File: src/rtl/fetch_pkg.sv
// Shared types and constants for the instruction-fetch sequencer.
package fetch_pkg;

  // REQ: request to be granted. WAIT: granted, awaiting data.
  // DRAIN: awaiting a response that a redirect has made stale.
  typedef enum logic [1:0] {
    REQ   = 2'd0,
    WAIT  = 2'd1,
    DRAIN = 2'd2
  } fetch_state_t;

  localparam logic [31:0] NOP_INSTR = 32'h0000_0013;
  localparam int unsigned PC_STEP   = 4;

endpackage

File: src/rtl/fetch_skid_buf.sv
// One-entry {instr, pc} holding buffer. It catches a response that arrives
// while decode is stalled on a full output slot.
module fetch_skid_buf
  import fetch_pkg::*;
#(
  parameter int WIDTH = 32
) (
  input  logic             clk,
  input  logic             rst,
  input  logic             flush,
  input  logic             load,
  input  logic             pop,
  input  logic [31:0]      d_instr,
  input  logic [WIDTH-1:0] d_pc,
  output logic             valid,
  output logic [31:0]      q_instr,
  output logic [WIDTH-1:0] q_pc
);

  // Occupancy: flush wins, then load, then pop (load and pop never coincide).
  always_ff @(posedge clk) begin
    if (rst)        valid <= 1'b0;
    else if (flush) valid <= 1'b0;
    else if (load)  valid <= 1'b1;
    else if (pop)   valid <= 1'b0;
  end

  // Payload is captured on every load. It is only meaningful while valid.
  always_ff @(posedge clk) begin
    if (rst) begin
      q_instr <= NOP_INSTR;
      q_pc    <= '0;
    end else if (load) begin
      q_instr <= d_instr;
      q_pc    <= d_pc;
    end
  end

endmodule

File: src/rtl/fetch_ctrl.sv
// Instruction-fetch sequencer: owns the fetch PC and keeps at most one
// memory request in flight. It applies redirects and delivers {instr, pc}
// to decode through an output slot backed by a one-entry skid buffer.
module fetch_ctrl
  import fetch_pkg::*;
#(
  parameter int               WIDTH    = 32,
  parameter logic [WIDTH-1:0] RESET_PC = '0
) (
  input  logic             clk,
  input  logic             rst,
  input  logic             stall,
  input  logic             redirect,
  input  logic [WIDTH-1:0] redirect_target,
  output logic             imem_req,
  output logic [WIDTH-1:0] imem_addr,
  input  logic             imem_gnt,
  input  logic             imem_rvalid,
  input  logic [31:0]      imem_rdata,
  output logic             instr_valid,
  output logic [31:0]      instr,
  output logic [WIDTH-1:0] instr_pc
);

  fetch_state_t     state;
  logic [WIDTH-1:0] pc, req_pc, target_al;
  logic             skid_valid;
  logic [31:0]      skid_instr;
  logic [WIDTH-1:0] skid_pc;
  logic             gnt_ok, resp, slot_open, skid_load, skid_pop;
  logic             unused_tgt_lsb;

  // Targets are word aligned. The low two bits are dropped.
  assign target_al      = {redirect_target[WIDTH-1:2], 2'b00};
  assign unused_tgt_lsb = ^redirect_target[1:0];

  // No new request while the skid buffer holds an instruction.
  assign imem_req  = (state == REQ) && !skid_valid;
  assign imem_addr = pc;
  assign gnt_ok    = imem_req && imem_gnt;

  // A response is used only in WAIT. A redirect in the same cycle drops it.
  assign resp      = (state == WAIT) && imem_rvalid && !redirect;
  assign slot_open = !instr_valid || !stall;
  assign skid_load = resp && !slot_open;
  assign skid_pop  = instr_valid && !stall && skid_valid;

  // FSM and PC. A redirect overrides the normal handshake progression.
  always_ff @(posedge clk) begin
    if (rst) begin
      state  <= REQ;
      pc     <= RESET_PC;
      req_pc <= RESET_PC;
    end else if (redirect) begin
      pc <= target_al;
      unique case (state)
        REQ:     state <= gnt_ok      ? DRAIN : REQ;
        WAIT:    state <= imem_rvalid ? REQ   : DRAIN;
        DRAIN:   state <= imem_rvalid ? REQ   : DRAIN;
        default: state <= REQ;
      endcase
    end else begin
      unique case (state)
        REQ: if (gnt_ok) begin
          req_pc <= pc;
          pc     <= pc + WIDTH'(PC_STEP);
          state  <= WAIT;
        end
        WAIT:    if (imem_rvalid) state <= REQ;
        DRAIN:   if (imem_rvalid) state <= REQ;
        default: state <= REQ;
      endcase
    end
  end

  // Output slot. It holds while stalled and refills from skid before taking
  // fresh data. It clears on consumption when nothing replaces it.
  always_ff @(posedge clk) begin
    if (rst) begin
      instr_valid <= 1'b0;
      instr       <= NOP_INSTR;
      instr_pc    <= RESET_PC;
    end else if (redirect) begin
      instr_valid <= 1'b0;
    end else if (slot_open) begin
      if (skid_pop) begin
        instr_valid <= 1'b1;
        instr       <= skid_instr;
        instr_pc    <= skid_pc;
      end else if (resp) begin
        instr_valid <= 1'b1;
        instr       <= imem_rdata;
        instr_pc    <= req_pc;
      end else begin
        instr_valid <= 1'b0;
      end
    end
  end

  fetch_skid_buf #(.WIDTH(WIDTH)) u_skid (
    .clk     (clk),
    .rst     (rst),
    .flush   (redirect),
    .load    (skid_load),
    .pop     (skid_pop),
    .d_instr (imem_rdata),
    .d_pc    (req_pc),
    .valid   (skid_valid),
    .q_instr (skid_instr),
    .q_pc    (skid_pc)
  );

endmodule

File: config.mk
export PLATFORM = sky130hd
export DESIGN_NAME = fetch_ctrl
export DESIGN_NICKNAME = d
export VERILOG_FILES = /design/src/rtl/fetch_pkg.sv /design/src/rtl/fetch_skid_buf.sv /design/src/rtl/fetch_ctrl.sv
export SDC_FILE = /design/constraint.sdc
export NUM_CORES = 1
export LEC_CHECK = 0
export ABC_CLOCK_PERIOD_IN_PS = 5900
export CORE_MARGIN = 1
export CORE_UTILIZATION = 55
export DETAILED_ROUTE_END_ITERATION = 8
export HOLD_SLACK_MARGIN = 0.06
export PLACE_DENSITY_LB_ADDON = 0.3
export SLEW_MARGIN = 20
export SYNTH_ARGS = -nofsm -noshare
export SYNTH_HDL_FRONTEND = slang
export SYNTH_SLANG_ARGS = --single-unit
File: constraint.sdc
create_clock -name clk -period 5.9 [get_ports clk]
set_input_delay 0.59 -clock clk [delete_from_list [all_inputs] [get_ports clk]]
set_output_delay 0.59 -clock clk [all_outputs]
set_load 0.1 [all_outputs]
After elaboration in Yosys (flattened, before gate mapping)

Index checks and enable logic that the tools add are counted.

Register bits after elaboration: 196
RAM bits: 0
Memories kept: 0
Output and inout port bits: 98
ROM bits: 0
Bits in latches: 0
Bits of input ports: 70
Word-level logic and storage cells: 59

Bitwise gates (word level): 1
Multipliers: 0
Eq/ne operators: 4
Reductions and logical operators: 25
Shift-type cells: 0
Order comparisons: 0
Divide/modulo/power cells: 0
$add $sub $neg: 1
Muxes and demuxes: 18

Operators with widths:

| operator                | count |
|---|---|
| $mux W32                | 7 |
| $add A32 B3 Y32 const B | 1 |
| $mux W2                 | 5 |
| $pmux W2 S2             | 2 |
| $reduce_bool A2 Y1      | 4 |
| $logic_and A1 B1 Y1     | 7 |
| $reduce_and A2 Y1       | 3 |
| $reduce_and A3 Y1       | 2 |
| $logic_not A1 Y1        | 5 |
| $mux W1                 | 4 |
| $reduce_or A2 Y1        | 2 |
| $ne A3 B1 Y1 const B    | 1 |
| $ne A3 B3 Y1 const B    | 1 |
| $eq A2 B1 Y1 const B    | 1 |
| $eq A2 B2 Y1 const B    | 1 |
| $logic_not A2 Y1        | 1 |
| $logic_or A1 B1 Y1      | 1 |
| $not A1 Y1              | 1 |

Longest topological paths before layout

Gate-level depths: netlist of run 1.

Depth after elaboration: 6
Depth in mapped cells: 8
Mapped depth without buffers: 6

Hierarchy

From an unflattened synthesis of run 1, not the netlist that was laid out.

Cell total of the unflattened synthesis: 960
Area total of the unflattened synthesis: 8,127.8 um2

Modules (own cells, without submodules):

| module         | cells an instance | sequential area each (um2) | instances | area an instance (um2) |
|---|---|---|---|---|
| fetch_ctrl     | 749               | 2,542.4                    | 1         | 5,783.0 |
| fetch_skid_buf | 211               | 1,301.2                    | 1         | 2,344.7 |

Worst setup path after synthesis of run 1

OpenSTA, ideal clock, no wires.

Kind: flip-flop to flip-flop
From: reg pc[2] (netlist: imem_addr[2])
To: reg pc[28] (netlist: imem_addr[28])
Slack: 3,202 ps
Path buffers: 0
Stages on the path, launching flop included: 6
Setup time: 112 ps
Arrival time: 2,586 ps
Cells stage by stage: dfxtp_1 > ha_1 > nand4b_2 > or4_4 > or3_1 > a2111oi_1

Word-level cells in the longest chain between the ends: 4

Ends and longest elaborated chain:

| item                   | RTL line         | RTL |
|---|---|---|
| from (decl)            | fetch_ctrl.sv:26 | `logic [WIDTH-1:0] pc, req_pc, target_al;` |
| from (signal assigned) | fetch_ctrl.sv:55 | `pc <= target_al;` |
| from (signal assigned) | fetch_ctrl.sv:66 | `pc <= pc + WIDTH'(PC_STEP);` |
| $add A32 B3 Y32        | fetch_ctrl.sv:66 |  |
| $mux W32               | fetch_ctrl.sv:64 | `REQ: if (gnt_ok) begin` |
| $mux W32               | fetch_ctrl.sv:63 | `unique case (state)` |
| $mux W32               | fetch_ctrl.sv:54 | `end else if (redirect) begin` |

Every way passes these cells. The select of a mux whose other input is x is not followed.
A chain may end at the register's enable or synchronous reset.

Worst setup path in the final report of run 1

From: reg state[0]
To: out imem_req

Word-level cells in the longest chain between the ends: 2

Ends and longest elaborated chain:

| item                   | RTL line         | RTL |
|---|---|---|
| from (decl)            | fetch_ctrl.sv:25 | `fetch_state_t state;` |
| from (signal assigned) | fetch_ctrl.sv:57 | `REQ: state <= gnt_ok ? DRAIN : REQ;` |
| from (signal assigned) | fetch_ctrl.sv:58 | `WAIT: state <= imem_rvalid ? REQ : DRAIN;` |
| from (signal assigned) | fetch_ctrl.sv:59 | `DRAIN: state <= imem_rvalid ? REQ : DRAIN;` |
| $logic_not A2 Y1       | fetch_ctrl.sv:38 | `assign imem_req = (state == REQ) && !skid_valid;` |
| $logic_and A1 B1 Y1    | fetch_ctrl.sv:38 |  |
| to (decl)              | fetch_ctrl.sv:15 | `output logic imem_req,` |

Every way passes these cells.

==> results.sh, run 1 <==
export IMPL_ys_seq_area_share_pct=47.7
export IMPL_yosys_area_top_type_share_pct=47.7
export IMPL_min_from="u_skid.q_instr[12]"
export IMPL_fin_util_pct=72.6
export IMPL_cpMaxStageDelayCell="clkdlybuf4s50_1"
export IMPL_final_cell_mix="nand2_1 (203), dfxtp_1 (188), clkdlybuf4s50_1 (160)"
export IMPL_cp_cell_sequence="inv_1 > ha_1 > inv_1 > nor2_1 > clkdlybuf4s50_1"
export IMPL_yosysWarnings=0
export IMPL_ys_ff_latch=188
export IMPL_io_pins=168
export IMPL_dp_cells=1221
export IMPL_max_cap_violations=0
export IMPL_fin_crit_ps=3030
export IMPL_start_util_pct=56.7
export IMPL_die_w_um=122
export IMPL_cts_tree="built"
export IMPL_final_common_cell="nand2_1"
export IMPL_fin_crit_sh_pct=51.4
export IMPL_fin_nets=1134
export IMPL_clkLatencyLatePin_ps=430
export IMPL_wl_per_cell_um=15.3
export IMPL_tightest_slew_ps=1050
export IMPL_first_pass_iters=4
export IMPL_place_hpwl_um=12400
export IMPL_max_slew_margin_pct=29.7
export IMPL_leakage_nw=3.72
export IMPL_fp_dieArea_mm2=0.0148
export IMPL_cts_path_max_buffers=2
export IMPL_p_per_area_mw_per_mm2=281
export IMPL_synth_edff_count=0
export IMPL_portBuffers=161
export IMPL_clkTransAtPathRegs_ps=70
export IMPL_globalplace_congestion=0.794
export IMPL_syn_inst=942
export IMPL_drive_gt1_share_pct=5.13
export IMPL_crit_type="reg2out"
export IMPL_core_area_mm2=0.0139
export IMPL_status="completed"
export IMPL_reg2reg_from="state[0]"
export IMPL_async_reset_ff_share_pct=0
export IMPL_cts_setup_buffers=0
export IMPL_fp_dieH_um=122
export IMPL_rsz0062_at_grt="false"
export IMPL_hold_viol=0
export IMPL_grt_pass1_wl_um=30900
export IMPL_grt_max_degree=116
export IMPL_synth_main_ff_cell="dfxtp_1"
export IMPL_grt_usage_pct=26.5
export IMPL_root_buffer="clkbuf_16"
export IMPL_critPathLaunchType="register"
export IMPL_syn_cell_area_mm2=0.00790
export IMPL_ctsHoldBuffers=0
export IMPL_required_ps=5310
export IMPL_grt_pass1_vias=6322
export IMPL_syn_to_final_growth_pct=28.1
export IMPL_htreeDepth=4
export IMPL_stdcell_count=1253
export IMPL_yosysUniqueCellTypes=48
export IMPL_end_kind="output port"
export IMPL_synth_area_leaders="dfxtp_1 (48%), nand2_1 (9.7%), mux2i_1 (7.9%), a211oi_1 (6.8%), a21oi_1 (6.1%)"
export IMPL_synth_top_area_cell="dfxtp_1"
export IMPL_worst_path_max_fanout=5
export IMPL_finalSetupTns_ps=0
export IMPL_clock_sinks=188
export IMPL_drt_initial_drc_count=388
export IMPL_vias_per_cell=5.60
export IMPL_worst_hold_path_type="reg2reg"
export IMPL_fmax_mhz=330
export IMPL_std_cell_rows=43
export IMPL_setup_violations=0
export IMPL_max_stage_delay_ps=1160
export IMPL_antenna_found_initial=1
export IMPL_totalWireLength_um=19200
export IMPL_syn_area_per_cell_um2=8.38
export IMPL_crit_path_start="state[0]"
export IMPL_postCtsResizedCells=0
export IMPL_ff_latch_area_mm2=0.00376
export IMPL_routed_via_count=7021
export IMPL_multi_input_area_mm2=0.00381
export IMPL_clock_skew_ps=7.03
export IMPL_overflow=0
export IMPL_num_fill_cells=1099
export IMPL_drc_errors=0
export IMPL_ant_nets=0
export IMPL_peakVddDrop_mv=0.204
export IMPL_cp_arrival_ps=2440
export IMPL_slew_viol_final=0
export IMPL_cts_buffers=17
export IMPL_antenna_cells=0
export IMPL_total_power_mw=2.84
export IMPL_cpMostUsedCell="inv_1"
power by group:
part           switching, mW  total, mW  internal (mW)
Combinational          0.300      0.422          0.123
Clock                  0.478       1.08          0.601
Sequential            0.0395       1.34           1.30
Total                  0.817       2.84           2.03
cell usage after synthesis (2+ instances only):
cell type / number
buf_4: 4
nand4_1: 10
xor2_1: 2
dfxtp_1: 188
and4_1: 6
nand4b_1: 2
xnor2_1: 8
nand3_1: 5
buf_1: 8
a21oi_1: 97
nor2_1: 95
nor3_1: 8
nand3_2: 2
and3_1: 5
a211o_1: 3
a2111oi_0: 7
nand3b_1: 6
nor4b_1: 2
a211oi_1: 72
o31ai_1: 2
a2111oi_1: 2
o21ai_0: 5
nand2_1: 204
inv_1: 14
or2_2: 2
a311oi_1: 13
nor2b_1: 5
buf_2: 2
nor4_1: 9
ha_1: 4
a221oi_1: 3
or3_1: 7
clkbuf_1: 63
mux2i_1: 62
or4_1: 2
final cells by class:
type / instances / area share, %
clock inverter: 11 / 0.940
clock buffer: 21 / 4.55
timing repair buffer: 173 / 16.8
multi-input combinational: 665 / 37.7
tap: 180 / 2.23
inverter: 15 / 0.557
sequential: 188 / 37.2
worst max-delay path, delay by kind of cell, from the launching register on:
family        cells  cell delay [ps]
simple gates      1              100
buf+inv           3             1330
fa+ha+maj         1              240
flops             1              330
metal layers:
layer / up-vias / track usage [%] / share of wire, % / routed length, um
met1: 3257 / 32.5 / 43 / 8240
met5: - / 0 / 0.062 / 12
met3: 33 / 6.84 / 6.1 / 1160
met2: 185 / 44.0 / 48 / 9320
li1: 3544 / - / - / -
met4: 2 / 11.3 / 2.5 / 480
registers in the layout, summed over array words and instances, names as in the netlist:
register / flops
imem_addr: 30
instr: 32
instr_pc: 30
instr_valid: 1
req_pc: 30
state: 2
u_skid.q_instr: 32
u_skid.q_pc: 30
u_skid.valid: 1
worst paths after layout:
kind	slack, ps	cells past startpoint	to
hold reg to reg	450	2	u_skid.q_instr[12]
setup reg to reg	3480	6	imem_addr[28]
setup / recovery	2870	5	imem_req
hold / removal	450	2	u_skid.q_instr[12]
cell families (layout without fill, tap and decap cells):
logic type,count (synthesis),count (layout),share of synthesized area (%)
compound gates,208,208,17.1
fa+ha+maj,4,4,0.634
simple gates,377,377,21.0
flops,188,188,47.7
other cells,1,4,0.0475
mux,62,62,7.86
buf+inv,92,220,4.60
xor+xnor,10,10,1.11
through the flow:
step / cell area [um^2] / hold slack (ps) / setup WS, ps
after floorplan: 7910 / 436 / 3200
after global placement: 9560 / 441 / 3050
after detailed placement: 9560 / 446 / 3030
after CTS: 10100 / 454 / 2850
after global routing: 10100 / 469 / 2680
final: 10100 / 453 / 2870
Note: power is estimated with default switching activity, not from simulation.
==> run 2, diff against run 1 <==
--- a/config.mk
+++ b/config.mk
@@ -5,9 +5,9 @@
 export SDC_FILE = /design/constraint.sdc
 export NUM_CORES = 1
 export LEC_CHECK = 0
-export ABC_CLOCK_PERIOD_IN_PS = 5900
+export ABC_CLOCK_PERIOD_IN_PS = 3150
 export CORE_MARGIN = 1
-export CORE_UTILIZATION = 55
+export CORE_UTILIZATION = 51
 export DETAILED_ROUTE_END_ITERATION = 8
 export HOLD_SLACK_MARGIN = 0.06
 export PLACE_DENSITY_LB_ADDON = 0.3
==> constraint.sdc (replaced) <==
create_clock -name clk -period 3.15 [get_ports clk]
set_input_delay 0.315 -clock clk [delete_from_list [all_inputs] [get_ports clk]]
set_output_delay 0.315 -clock clk [all_outputs]
set_load 0.1 [all_outputs]
==> results.sh, run 2 (synthesis gave the netlist of run 1 again) <==
export IMPL_fmax_mhz=419
export IMPL_place_hpwl_um=12200
export IMPL_status="completed"
export IMPL_required_ps=3450
export IMPL_dp_cells=1229
export IMPL_first_pass_iters=6
export IMPL_leakage_nw=3.79
export IMPL_fp_dieArea_mm2=0.0160
export IMPL_fin_crit_sh_pct=75.8
export IMPL_clkTransAtPathRegs_ps=70
export IMPL_cts_path_max_buffers=2
export IMPL_stdcell_count=1262
export IMPL_fp_dieH_um=126
export IMPL_postCtsResizedCells=0
export IMPL_end_kind="register"
export IMPL_ctsHoldBuffers=0
export IMPL_min_from="rst"
export IMPL_htreeDepth=4
export IMPL_totalWireLength_um=19400
export IMPL_pwr_share_seq_pct=46.4
export IMPL_final_cell_mix="nand2_1 (204), dfxtp_1 (188), clkdlybuf4s50_1 (129)"
export IMPL_ant_nets=0
export IMPL_crit_type="reg2reg"
export IMPL_hold_end="req_pc[8]"
export IMPL_multi_input_area_mm2=0.00381
export IMPL_cts_setup_buffers=0
export IMPL_ff_latch_area_mm2=0.00376
export IMPL_vias_per_cell=5.51
export IMPL_switchingPower_mw=1.57
export IMPL_wl_per_cell_um=15.3
export IMPL_std_cell_rows=45
export IMPL_start_util_pct=52.1
export IMPL_root_buffer="clkbuf_16"
export IMPL_cts_buffers=17
export IMPL_final_common_cell="nand2_1"
export IMPL_antenna_found_initial=1
export IMPL_peakVddDrop_mv=0.354
export IMPL_drc_errors=0
export IMPL_max_slew_margin_pct=31.0
export IMPL_rsz0062_at_grt="false"
export IMPL_setup_violations=0
export IMPL_grt_usage_pct=25.0
export IMPL_die_w_um=126
export IMPL_clkLatencyLatePin_ps=430
export IMPL_reg2reg_from="state[0]"
export IMPL_fin_nets=1134
export IMPL_worst_hold_path_type="in2reg"
export IMPL_tightest_slew_ps=1030
export IMPL_cp_arrival_ps=2690
export IMPL_sw_frac_of_total_pct=28.9
export IMPL_comb_power_share_pct=14.4
export IMPL_rr_endpoint="imem_addr[26]"
export IMPL_critPathLaunchType="register"
export IMPL_num_fill_cells=1241
export IMPL_grt_pass1_vias=6376
export IMPL_whs_ps=436
export IMPL_grt_max_degree=124
export IMPL_slew_viol_final=0
export IMPL_p_int_mw=3.85
export IMPL_hold_viol=0
export IMPL_overflow=0
export IMPL_pwr_share_clk_pct=39.2
export IMPL_clock_skew_ps=7.34
export IMPL_drive_gt1_share_pct=8.11
export IMPL_syn_to_final_growth_pct=28.2
export IMPL_worst_path_max_fanout=8
export IMPL_globalplace_congestion=0.770
export IMPL_clock_sinks=188
export IMPL_core_area_mm2=0.0151
export IMPL_max_cap_violations=0
export IMPL_drt_initial_drc_count=487
export IMPL_r2r_cells=6
export IMPL_r2r_slack_ps=760
export IMPL_largest_registers="instr: 32 flops, u_skid.q_instr: 32 flops"
export IMPL_grt_pass1_wl_um=31900
export IMPL_fin_crit_ps=2390
export IMPL_cts_tree="built"
export IMPL_portBuffers=161
export IMPL_io_pins=168
export IMPL_min_delay_path_depth=2
export IMPL_routed_via_count=6959
export IMPL_p_per_area_mw_per_mm2=535
export IMPL_finalSetupTns_ps=0
-- run 2: routing by layer --
| layer | GRT usage (%) | vias up | wire length (um) |
|---|---|---|---|
| li1 | - | 3535 | - |
| met1 | 31.3 | 3221 | 8490 |
| met2 | 40.3 | 171 | 9230 |
| met3 | 7.89 | 32 | 1240 |
| met4 | 9.36 | 0 | 390 |
| met5 | 0 | - | 0 |
-- run 2: layout make-up --
class | count | share of cell area, %
Antenna cell | 1 | 0.0247
Clock inverter | 14 | 1.41
Sequential cell | 188 | 37.2
Multi-Input combinational cell | 665 | 37.6
Clock buffer | 18 | 4.34
Tap cell | 188 | 2.32
Inverter | 15 | 0.556
Timing Repair Buffer | 173 | 16.6
-- run 2: worst max-delay path: stages (launching register included) --
cell and delay (ps):
dfxtp_1 340, inv_1 80, ha_1 260, nand4b_2 300
or4_4 550, or3_1 360, a2111oi_1 370
-- run 2: power by group through the flow --
stage / registers (mW) / logic [mW] / clock network, mW
2_1_floorplan: 2.88 / 0.231 / 0
3_3_place_gp: 2.56 / 0.776 / 0
3_5_place_dp: 2.57 / 0.782 / 0
4_1_cts: 2.51 / 0.785 / 2.15
5_1_grt: 2.52 / 0.824 / 2.25
6_report: 2.51 / 0.782 / 2.12
-- run 2: metrics by stage --
step	power [mW]	util [%]	worst slack [ps]	instance area, um^2
after detailed placement	3.35	63.0	645	9540
after CTS	5.45	66.8	765	10100
after global routing	5.59	66.8	603	10100
after global placement	3.34	63.0	703	9540
final	5.42	66.8	761	10100
after floorplan	3.11	-	452	7910
-- run 2: worst max path at each step --
stage            startpoint             to  slack (ps)  cells past startpoint
2_1_floorplan  imem_addr[2]  imem_addr[28]         450                      5
3_3_place_gp       imem_gnt  imem_addr[28]         700                      5
3_5_place_dp       imem_gnt  imem_addr[28]         650                      5
4_1_cts            state[1]  imem_addr[26]         760                      6
5_1_grt            state[1]  imem_addr[26]         600                      6
6_report           state[0]  imem_addr[26]         760                      6
==> run 3, diff against run 2 <==
--- a/config.mk
+++ b/config.mk
@@ -5,7 +5,7 @@
 export SDC_FILE = /design/constraint.sdc
 export NUM_CORES = 1
 export LEC_CHECK = 0
-export ABC_CLOCK_PERIOD_IN_PS = 3150
+export ABC_CLOCK_PERIOD_IN_PS = 2300
 export CORE_MARGIN = 1
 export CORE_UTILIZATION = 51
 export DETAILED_ROUTE_END_ITERATION = 8
==> constraint.sdc (replaced) <==
create_clock -name clk -period 2.3 [get_ports clk]
set_input_delay 0.23 -clock clk [delete_from_list [all_inputs] [get_ports clk]]
set_output_delay 0.23 -clock clk [all_outputs]
set_load 0.1 [all_outputs]
==> results.sh, run 3 (synthesis gave the netlist of run 1 again) <==
export IMPL_cp_arrival_ps=2350
export IMPL_ant_nets=0
export IMPL_portBuffers=161
export IMPL_hold_viol=0
export IMPL_globalplace_congestion=0.795
export IMPL_overflow=0
export IMPL_totalWireLength_um=19300
export IMPL_die_w_um=126
export IMPL_path_buf_inv=1
export IMPL_fp_dieArea_mm2=0.0160
export IMPL_ff_latch_area_mm2=0.00379
export IMPL_largest_registers="instr: 32 flops, u_skid.q_instr: 32 flops"
export IMPL_cpMaxStageDelayCell="or4_4"
export IMPL_max_cap_violations=0
export IMPL_crit_family="simple AND/OR/NAND/NOR gates"
export IMPL_clock_sinks=188
export IMPL_vias_per_cell=5.50
export IMPL_clkLatencyLatePin_ps=420
export IMPL_multi_input_area_mm2=0.00381
export IMPL_final_cell_mix="nand2_1 (204), dfxtp_1 (167), buf_4 (112)"
export IMPL_grt_max_degree=82
export IMPL_fmax_mhz=488
export IMPL_worst_hold_path_type="in2reg"
export IMPL_status="completed"
export IMPL_fin_nets=1149
export IMPL_grt_usage_pct=24.8
export IMPL_place_hpwl_um=12700
export IMPL_htreeDepth=4
export IMPL_end_kind="register"
export IMPL_peakVddDrop_mv=0.448
export IMPL_final_common_cell="nand2_1"
export IMPL_fin_crit_ps=2050
export IMPL_antenna_cells=0
export IMPL_pwr_share_clk_pct=38.2
export IMPL_sw_frac_of_total_pct=28.7
export IMPL_required_ps=2600
export IMPL_rsz0062_at_grt="false"
export IMPL_pwr_share_seq_pct=47.0
export IMPL_fp_dieH_um=126
export IMPL_postCtsResizedCells=0
export IMPL_total_power_mw=7.34
export IMPL_routed_via_count=7013
export IMPL_tightest_slew_ps=623
export IMPL_grt_pass1_wl_um=32000
export IMPL_comb_power_share_pct=14.8
export IMPL_first_pass_iters=5
export IMPL_slew_viol_final=0
export IMPL_cts_buffers=17
export IMPL_reg2reg_from="state[0]"
export IMPL_num_fill_cells=1244
export IMPL_min_from="rst"
export IMPL_ctsHoldBuffers=0
export IMPL_core_area_mm2=0.0151
export IMPL_drt_initial_drc_count=471
export IMPL_cts_setup_buffers=0
export IMPL_fin_crit_sh_pct=89.1
export IMPL_grt_pass1_vias=6537
export IMPL_start_util_pct=52.1
export IMPL_cp_cell_sequence="inv_1 > ha_1 > nand4b_2 > or4_4 > or3_1 > a2111oi_1"
export IMPL_p_per_area_mw_per_mm2=723
export IMPL_switchingPower_mw=2.11
export IMPL_std_cell_rows=45
export IMPL_p_int_mw=5.23
export IMPL_worst_path_max_fanout=6
export IMPL_cts_tree="built"
export IMPL_crit_type="reg2reg"
export IMPL_cts_path_max_buffers=2
export IMPL_clock_skew_ps=5.42
export IMPL_antenna_found_initial=1
export IMPL_critPathLaunchType="register"
export IMPL_drc_errors=0
export IMPL_leakage_nw=4.01
export IMPL_drive_gt1_share_pct=16.9
export IMPL_crit_path_start="state[0]"
export IMPL_setup_violations=0
export IMPL_finalSetupTns_ps=0
export IMPL_syn_to_final_growth_pct=28.6
export IMPL_clkTransAtPathRegs_ps=60
export IMPL_wl_per_cell_um=15.1
export IMPL_max_stage_delay_ps=490
export IMPL_io_pins=168
export IMPL_max_slew_margin_pct=58.5
export IMPL_root_buffer="clkbuf_16"
## run 3: cell types whose count changed in the layout (fill, tap and decap cells not counted), sizes merged
cell,change
buf,+78
bufinv,-1
clkbuf,+4
clkdlybuf4s50,-63
clkinv,-2
diode,-1
inv,-1
## run 3: worst paths after layout
path	cells after the start	slack, ps	to
max	6	250	imem_addr[26]
min	2	300	u_skid.q_pc[22]
min reg2reg	2	450	u_skid.q_instr[11]
max reg2reg	6	250	imem_addr[26]
## run 3: final cells by class
class                      count  share of cell area (%)
multi-input combinational    665                    37.5
tap                          188                    2.32
timing repair buffer         188                    16.7
clock inverter                10                   0.887
inverter                      15                   0.555
sequential                   188                    37.4
clock buffer                  22                    4.67
## run 3: per-layer routing
layer,global-route usage [%],up-vias,part of all wire [%],routed length [um]
li1,-,3561,-,-
met1,30.9,3253,45,8600
met2,40.9,173,47,9130
met3,7.59,26,6.3,1220
met4,8.50,0,1.9,365
met5,0,-,0,0
## run 3: through the flow
stage                     instance area (um^2)  utilization [%]  instances  hold slack, ps  setup WS [ps]
final                                    10200             67.0       1276             296            251
after global routing                     10200             67.0       1276             308            108
after CTS                                10200             67.0       1276             283            264
after detailed placement                  9590             63.3       1244             446           68.1
after global placement                    9590             63.3       1244             440            117
after floorplan                           7940                -        945             354           11.9
## run 3: power groups by stage
stage	Clock, mW	Sequential [mW]	Combinational, mW
floorplan	0	3.95	0.316
global placement	0	3.52	1.07
detailed placement	0	3.52	1.08
CTS	2.85	3.45	1.09
global route	2.98	3.46	1.14
finish	2.80	3.45	1.08
